$ cat config.mk
export PLATFORM = sky130hd
export DESIGN_NAME = bitstream_eval_ctrl
export DESIGN_NICKNAME = d
export VERILOG_FILES = /design/src/rtl/bitstream_eval_ctrl.sv
export SDC_FILE = /design/constraint.sdc
export NUM_CORES = 1
export LEC_CHECK = 0
export CORE_UTILIZATION = 35
export CTS_CLUSTER_SIZE = 40
export DETAILED_ROUTE_END_ITERATION = 8
export GPL_TIMING_DRIVEN = 0
export PLACE_DENSITY = 0.53
export SETUP_SLACK_MARGIN = 0.15
export SLEW_MARGIN = 20
export SYNTH_ARGS = -nofsm -noshare
export SYNTH_HDL_FRONTEND = slang
export SYNTH_SLANG_ARGS = --single-unit
$ cat constraint.sdc
create_clock -name clk -period 2.58 [get_ports clk]
set_input_delay 0.645 -clock clk [delete_from_list [all_inputs] [get_ports clk]]
set_output_delay 0.645 -clock clk [all_outputs]
set_load 0.02 [all_outputs]
$ cat src/rtl/bitstream_eval_ctrl.sv
// Sequences one stochastic evaluation epoch: clear the constant generators, skip the
// pipeline warm-up, count ones in the network output over 2^LEN_LOG2 cycles, report.
module bitstream_eval_ctrl #(
    parameter int unsigned LEN_LOG2 = 12,
    parameter int unsigned WARMUP   = 2
) (
    input  logic                clk,
    input  logic                rst,
    input  logic                start,
    input  logic                abort,
    input  logic                bit_in,
    output logic                busy,
    output logic                gen_clr,
    output logic                gen_en,
    output logic [LEN_LOG2-1:0] bit_idx,
    output logic [LEN_LOG2:0]   count,
    output logic                count_valid,
    output logic                done
);

    typedef enum logic [2:0] {StIdle, StClear, StWarm, StRun, StDone} state_e;

    localparam logic [LEN_LOG2-1:0] SampleLast = {LEN_LOG2{1'b1}};
    localparam logic [LEN_LOG2-1:0] WarmLast   = LEN_LOG2'((WARMUP > 0) ? WARMUP - 1 : 0);
    localparam logic [LEN_LOG2-1:0] IdxOne     = LEN_LOG2'(1);

    state_e              state_q, state_d;
    logic [LEN_LOG2-1:0] cnt_q, cnt_d;
    logic [LEN_LOG2-1:0] bit_idx_q, bit_idx_d;
    logic [LEN_LOG2:0]   acc_q, acc_d;
    logic [LEN_LOG2:0]   count_q, count_d;
    logic                count_valid_q, count_valid_d;
    logic                busy_q, busy_d;
    logic                gen_clr_q, gen_clr_d;
    logic                gen_en_q, gen_en_d;
    logic                done_q, done_d;
    logic [LEN_LOG2:0]   acc_inc;

    assign acc_inc = acc_q + {{LEN_LOG2{1'b0}}, bit_in};

    always_comb begin
        state_d       = state_q;
        cnt_d         = cnt_q;
        bit_idx_d     = bit_idx_q;
        acc_d         = acc_q;
        count_d       = count_q;
        count_valid_d = count_valid_q;

        unique case (state_q)
            StIdle: begin
                if (start && !abort) begin
                    state_d       = StClear;
                    cnt_d         = '0;
                    bit_idx_d     = '0;
                    acc_d         = '0;
                    count_valid_d = 1'b0;
                end
            end
            StClear: begin
                state_d = (WARMUP > 0) ? StWarm : StRun;
            end
            StWarm: begin
                bit_idx_d = bit_idx_q + IdxOne;
                cnt_d     = cnt_q + IdxOne;
                if (cnt_q == WarmLast) begin
                    state_d = StRun;
                    cnt_d   = '0;
                end
            end
            StRun: begin
                bit_idx_d = bit_idx_q + IdxOne;
                cnt_d     = cnt_q + IdxOne;
                acc_d     = acc_inc;
                if (cnt_q == SampleLast) begin
                    state_d       = StDone;
                    count_d       = acc_inc;
                    count_valid_d = 1'b1;
                end
            end
            StDone: begin
                state_d = StIdle;
            end
            default: begin
                state_d = StIdle;
            end
        endcase

        // Abort wins even on the last RUN sample: no result is published.
        if (abort && (state_q == StClear || state_q == StWarm || state_q == StRun)) begin
            state_d       = StIdle;
            count_d       = count_q;
            count_valid_d = 1'b0;
        end

        busy_d    = (state_d == StClear) || (state_d == StWarm) || (state_d == StRun);
        gen_clr_d = (state_d == StClear);
        gen_en_d  = (state_d == StWarm) || (state_d == StRun);
        done_d    = (state_d == StDone);
    end

    always_ff @(posedge clk) begin
        if (rst) begin
            state_q       <= StIdle;
            cnt_q         <= '0;
            bit_idx_q     <= '0;
            acc_q         <= '0;
            count_q       <= '0;
            count_valid_q <= 1'b0;
            busy_q        <= 1'b0;
            gen_clr_q     <= 1'b0;
            gen_en_q      <= 1'b0;
            done_q        <= 1'b0;
        end else begin
            state_q       <= state_d;
            cnt_q         <= cnt_d;
            bit_idx_q     <= bit_idx_d;
            acc_q         <= acc_d;
            count_q       <= count_d;
            count_valid_q <= count_valid_d;
            busy_q        <= busy_d;
            gen_clr_q     <= gen_clr_d;
            gen_en_q      <= gen_en_d;
            done_q        <= done_d;
        end
    end

    assign busy        = busy_q;
    assign gen_clr     = gen_clr_q;
    assign gen_en      = gen_en_q;
    assign bit_idx     = bit_idx_q;
    assign count       = count_q;
    assign count_valid = count_valid_q;
    assign done        = done_q;

endmodule

==> results of run 1 <==
stage by stage:
| step | power [mW] | hold slack (ps) | utilization | area [sq um] |
|---|---|---|---|---|
| CTS | 1.946 | 482.2 | 0.4530 | 3537 |
| global placement | 1.009 | 467.3 | 0.4252 | 3319 |
| finish | 1.927 | 487.6 | 0.4561 | 3561 |
| floorplan | 0.9720 | 458.6 | - | 2861 |
| global route | 1.998 | 526.1 | 0.4561 | 3561 |
| detailed placement | 1.008 | 472.1 | 0.4252 | 3319 |
cells in the final DEF (no fill, tap or decap), types with 3 or more instances in the layout:
cell / instances
clkdlybuf4s50_1: 33
inv_1: 10
clkbuf_8: 9
nand4_1: 6
nand3b_1: 4
nor3_1: 6
a211oi_1: 11
xor2_1: 7
a31oi_1: 7
clkbuf_1: 9
or4_1: 6
a21oi_1: 38
o21ai_0: 15
xnor2_1: 6
o31ai_1: 5
nor2_1: 21
ha_1: 5
nor4_1: 6
nand3_1: 18
a311oi_1: 4
dfxtp_1: 58
and3_1: 9
o211ai_1: 5
a2bb2oi_1: 3
buf_2: 6
or3_1: 7
nand2_1: 26
buf_4: 3
state kept, by name, summed over array words and instances (netlist names):
register / flops
gen_clr: 1
count: 13
count_valid: 1
gen_en: 1
acc_q: 13
done: 1
busy: 1
cnt_q: 12
state_q: 3
bit_idx: 12
critical path: stages:
cell             delay (ps)
clkdlybuf4s50_1         410
ha_1                    230
ha_1                    250
and3_1                  200
clkbuf_2                160
and4bb_2                270
xnor2_1                 140
a211oi_1                220
what timing repair did:
| action | in CTS | in global routing |
|---|---|---|
| buffers inserted | 0 | 2 |
| gates resized for setup | 0 | 3 |
| hold endpoints to repair | 0 | 0 |
| endpoints found under the setup margin | 0 | 6 |
layer usage:
metal | vias up | wire length (microns) | global-route usage
li1 | 1356 | - | -
met1 | 1310 | 3767 | 0.2637
met2 | 67 | 3507 | 0.2969
met3 | 5 | 419 | 0.05911
met4 | 0 | 70 | 0.05469
met5 | - | 0 | 0
synth_stat cells, types with 7 or more instances:
cell type  number
a211oi_1       11
a21oi_1        38
a31oi_1         7
and3_1          9
clkbuf_1       10
dfxtp_1        58
inv_1          10
nand2_1        26
nand3_1        18
nor2_1         21
o21ai_0        15
or3_1           7
xor2_1          7
power breakdown:
part	switching [mW]	internal (mW)
registers	0.00366	0.899
clock network	0.395	0.541
logic	0.0608	0.0280
cells by family (layout without fill, tap and decap cells):
family	Yosys count	count (layout)	share of synthesized area
AOI/OAI and AO/OA	100	100	0.2213
muxes	3	3	0.01093
DFF	58	58	0.4058
adders and majority gates	5	5	0.02186
xor gates and xnor gates	13	13	0.03979
and+or+nand+nor	128	128	0.2545
buffers and inverters	30	81	0.04592
final cells by class:
class / count / area, sq um
fillers: 788 / 4247
multi-input cells: 249 / 1577
flip-flops and latches: 58 / 1161
repair buffers: 35 / 345.3
well taps: 102 / 127.6
clock buffers: 9 / 123.9
plain buffers: 20 / 95.09
clock inverters: 7 / 93.84
inverters: 10 / 37.54
worst min-delay path by stage:
| stage | startpoint | end |
|---|---|---|
| after global routing | count[0]$_SDFFE_PP0P_ | count[0]$_SDFFE_PP0P_ |
| after global placement | count[0]$_SDFFE_PP0P_ | count[0]$_SDFFE_PP0P_ |
| after detailed placement | count[0]$_SDFFE_PP0P_ | count[0]$_SDFFE_PP0P_ |
| after CTS | count[0]$_SDFFE_PP0P_ | count[0]$_SDFFE_PP0P_ |
| after floorplan | acc_q[12]$_SDFFE_PP0P_ | acc_q[12]$_SDFFE_PP0P_ |
| final | count[1]$_SDFFE_PP0P_ | count[1]$_SDFFE_PP0P_ |
==> results.json, run 1 <==
{
  "synth_fp_nets": 347,
  "cap_violations": 0,
  "ff2ff_setup_slack_ps": 540,
  "avgSynthCellArea_sq_um": 8.491,
  "nets": 393,
  "async_flop_share": 0,
  "peakVddDrop_mv": 0.2879,
  "tightest_slew_ps": 666.4,
  "crit_path_end": "count[12]$_SDFFE_PP0P_",
  "rsz0062_at_grt": "no",
  "drt-pass1-iter-count": 4,
  "grt_max_degree": 12,
  "via_count": 2738,
  "cts_buffer_depth": 2,
  "netlist_top_cells_area": "dfxtp_1, a21oi_1, nand2_1",
  "start_util": 0.3665,
  "setup_violations": 0,
  "synth_cells": 337,
  "ys.warnings.count": 0,
  "cts.sink_count": 58,
  "period_share": 0.8812,
  "wire_per_inst_microns": 15.84,
  "dp_slack_ps": -140.6,
  "synth_top_area_frac": 0.4058,
  "num_antenna_cells": 0,
  "cts-root-buf": "clkbuf_8",
  "synth_seq_cells": 58,
  "fmax_ghz": 0.4398,
  "cp_max_fo": 7,
  "fp-row-count": 32,
  "critPathLaunchType": "input port",
  "die_area_sq_um": 8541,
  "leakage_nw": 1.177,
  "reg2reg_depth": 6,
  "power.density_nw_per_um2": 541.2,
  "hold_path_class": "flip-flop to flip-flop",
  "endpoint_kind": "flip-flop",
  "r2r_end": "count[11]$_SDFFE_PP0P_",
  "yosys.area.top_type": "dfxtp_1",
  "antenna_found_initial": 0,
  "worst-setup-path-type": "input port to flip-flop",
  "drc_errors": 0,
  "yosysUniqueCellTypes": 54,
  "slew_headroom": 0.5537,
  "fin_crit_ps": 2274,
  "required_ps": 2840,
  "dp_cells": 472,
  "boundaryPins": 35,
  "hold_viol_final": 0,
  "htreeDepth": 3,
  "hpwlAfterDp_microns": 5557,
  "holdPathStages": 2,
  "track_usage": 0.1945,
  "synth_edf_count": 0,
  "finClkSkew_ps": 3.878,
  "cts-buffers-inserted": 9,
  "setup_ws_ps": 306.5,
  "ys.flop_type": "dfxtp_1",
  "drive_gt1_frac": 0.1005,
  "clk_latency_ps": 340,
  "gp_congestion": 0.7620,
  "r2r_start": "cnt_q[0]$_SDFFE_PP0P_",
  "postCtsHoldBufs": 0,
  "grt_remaining_overflow": 0,
  "cp.arrival_ps": 2530,
  "first_global_vias": 2543,
  "cp-startpoint": "bit_in",
  "synth_area_sq_um": 2861,
  "ys_seq_area_frac": 0.4058,
  "grt_pass1_wl_microns": 12850,
  "portBuffers": 33,
  "fin_cells": 490,
  "drv_slew": 0,
  "synthToLayoutAreaGrowth_pct": 24.44,
  "cts_tree": "yes",
  "fin_setup_tns_ps": 0,
  "outcome": "finished, final reports clean",
  "drt_iter0_markers": 112,
  "die_h_microns": 92.42,
  "die_w_microns": 92.42,
  "clk_pin_slew_ps": 70,
  "antenna_left": 0,
  "coreArea_sq_um": 7807,
  "drt_wl_total_microns": 7764,
  "via_per_inst": 5.588
}
Power figures use the tool's default switching activity.
==> run 2: changes to the inputs <==
==> constraint.sdc (replaced) <==
create_clock -name clk -period 2.3 [get_ports clk]
set_input_delay 0.575 -clock clk [delete_from_list [all_inputs] [get_ports clk]]
set_output_delay 0.575 -clock clk [all_outputs]
set_load 0.02 [all_outputs]
==> results.json, run 2 (synthesis gave the netlist of run 1 again) <==
{
  "cts-buffers-inserted": 9,
  "antenna_found_initial": 0,
  "top_layer": "met4",
  "die_h_microns": 92.42,
  "reg2reg_depth": 6,
  "cp.arrival_ps": 2290,
  "p_clk_frac": 0.484,
  "die_area_sq_um": 8541,
  "via_count": 2718,
  "num_antenna_cells": 0,
  "first_global_vias": 2548,
  "critPathLaunchType": "input port",
  "drc_errors": 0,
  "cts.sink_count": 58,
  "drt-pass1-iter-count": 4,
  "dp_slack_ps": -350.6,
  "cts_tree": "yes",
  "peakVddDrop_mv": 0.3224,
  "required_ps": 2500,
  "fp-row-count": 32,
  "met1_length_microns": 3868,
  "grt_max_degree": 12,
  "rsz0062_at_grt": "yes",
  "cp_max_fo": 7,
  "setup_ws_ps": 217.9,
  "portBuffers": 33,
  "holdPathStages": 2,
  "final_common_cell": "dfxtp_1",
  "die_w_microns": 92.42,
  "outcome": "finished, final reports clean",
  "setup_violations": 0,
  "power.density_nw_per_um2": 598.1,
  "dr_wl_met3_microns": 317,
  "boundaryPins": 35,
  "internal_power_mw": 1.650,
  "finClkSkew_ps": 3.820,
  "mostFrequentLayoutCells": "dfxtp_1, a21oi_1, clkdlybuf4s50_1, nand2_1, nor2_1",
  "gp_congestion": 0.7620,
  "wl_met2_microns": 3555,
  "leakage_nw": 1.190,
  "antenna_left": 0,
  "switching_power_mw": 0.5144,
  "wire_per_inst_microns": 15.86,
  "htreeDepth": 3,
  "drt_wl_total_microns": 7785,
  "endpoint_kind": "flip-flop",
  "hold_path_class": "flip-flop to flip-flop",
  "track_usage": 0.1945,
  "drive_gt1_frac": 0.1260,
  "tightest_slew_ps": 682.9,
  "drv_slew": 0,
  "synthToLayoutAreaGrowth_pct": 26.45,
  "fin_crit_ps": 2082,
  "nets": 394,
  "ff2ff_setup_slack_ps": 300,
  "coreArea_sq_um": 7807,
  "period_share": 0.9053,
  "cap_violations": 0,
  "drt_iter0_markers": 126,
  "cts-root-buf": "clkbuf_8",
  "clk_pin_slew_ps": 70,
  "seq_power_share": 0.468,
  "comb_power_share": 0.048,
  "worst-setup-path-type": "input port to flip-flop",
  "start_util": 0.3665,
  "switching_share": 0.2377,
  "finalPower_mw": 2.164,
  "fin_cells": 491,
  "fmax_ghz": 0.4803,
  "grt_pass1_wl_microns": 12850,
  "hpwlAfterDp_microns": 5557,
  "slew_headroom": 0.5426,
  "dp_cells": 472,
  "clk_latency_ps": 340,
  "via_per_inst": 5.536,
  "grt_remaining_overflow": 0,
  "hold_viol_final": 0,
  "cts_buffer_depth": 2
}
[run 2: path summary, 6_finish.rpt]
kind / from / endpoint
setup reg to reg: cnt_q[0]$_SDFFE_PP0P_ / count[7]$_SDFFE_PP0P_
hold reg to reg: count[0]$_SDFFE_PP0P_ / count[0]$_SDFFE_PP0P_
hold / removal: count[0]$_SDFFE_PP0P_ / count[0]$_SDFFE_PP0P_
setup / recovery: bit_in / count[10]$_SDFFE_PP0P_
[run 2: power groups by stage]
stage | registers, mW | clock network [mW] | logic (mW)
floorplan | 1.04 | 0 | 0.0524
global placement | 1.04 | 0 | 0.0969
detailed placement | 1.04 | 0 | 0.0959
CTS | 1.01 | 1.07 | 0.0964
global route | 1.01 | 1.12 | 0.113
finish | 1.01 | 1.05 | 0.104
[run 2: per-layer routing]
layer,GRT usage,up-vias
met3,0.05911,2
met2,0.2969,46
li1,-,1364
met4,0.05469,0
met1,0.2638,1306
met5,0,-
[run 2: what timing repair did]
action | in CTS | in global routing
setup endpoints to repair | 6 | 23
gates resized for setup | 3 | 13
pin swaps | 0 | 3
hold buffers | 0 | 0
setup buffers | 0 | 3
hold endpoints to repair | 0 | 0
[run 2: critical path, stage by stage]
cell             delay [ps]
clkdlybuf4s50_1         470
ha_2                    220
ha_4                    170
and3_1                  160
clkbuf_4                170
nand3_1                 100
xor2_1                  300
a211oi_1                120
[run 2: layout make-up]
| class | count | area, sq um |
|---|---|---|
| Fill cell | 784 | 4189 |
| Tap cell | 102 | 127.6 |
| Clock inverter | 7 | 93.84 |
| Sequential cell | 58 | 1161 |
| Inverter | 10 | 37.54 |
| Timing Repair Buffer | 36 | 352.8 |
| Multi-Input combinational cell | 249 | 1620 |
| Buffer | 20 | 101.3 |
| Clock buffer | 9 | 123.9 |
[run 2: stage by stage]
step                      cell area, sq um  hold WS [ps]  utilization  setup TNS, ps
after global placement                3319         467.3       0.4252          -3611
after detailed placement              3319         472.1       0.4252          -3496
final                                 3618         485.6       0.4635              0
after floorplan                       2861         458.6            -              0
after CTS                             3543         482.2       0.4538              0
after global routing                  3618         526.0       0.4635              0
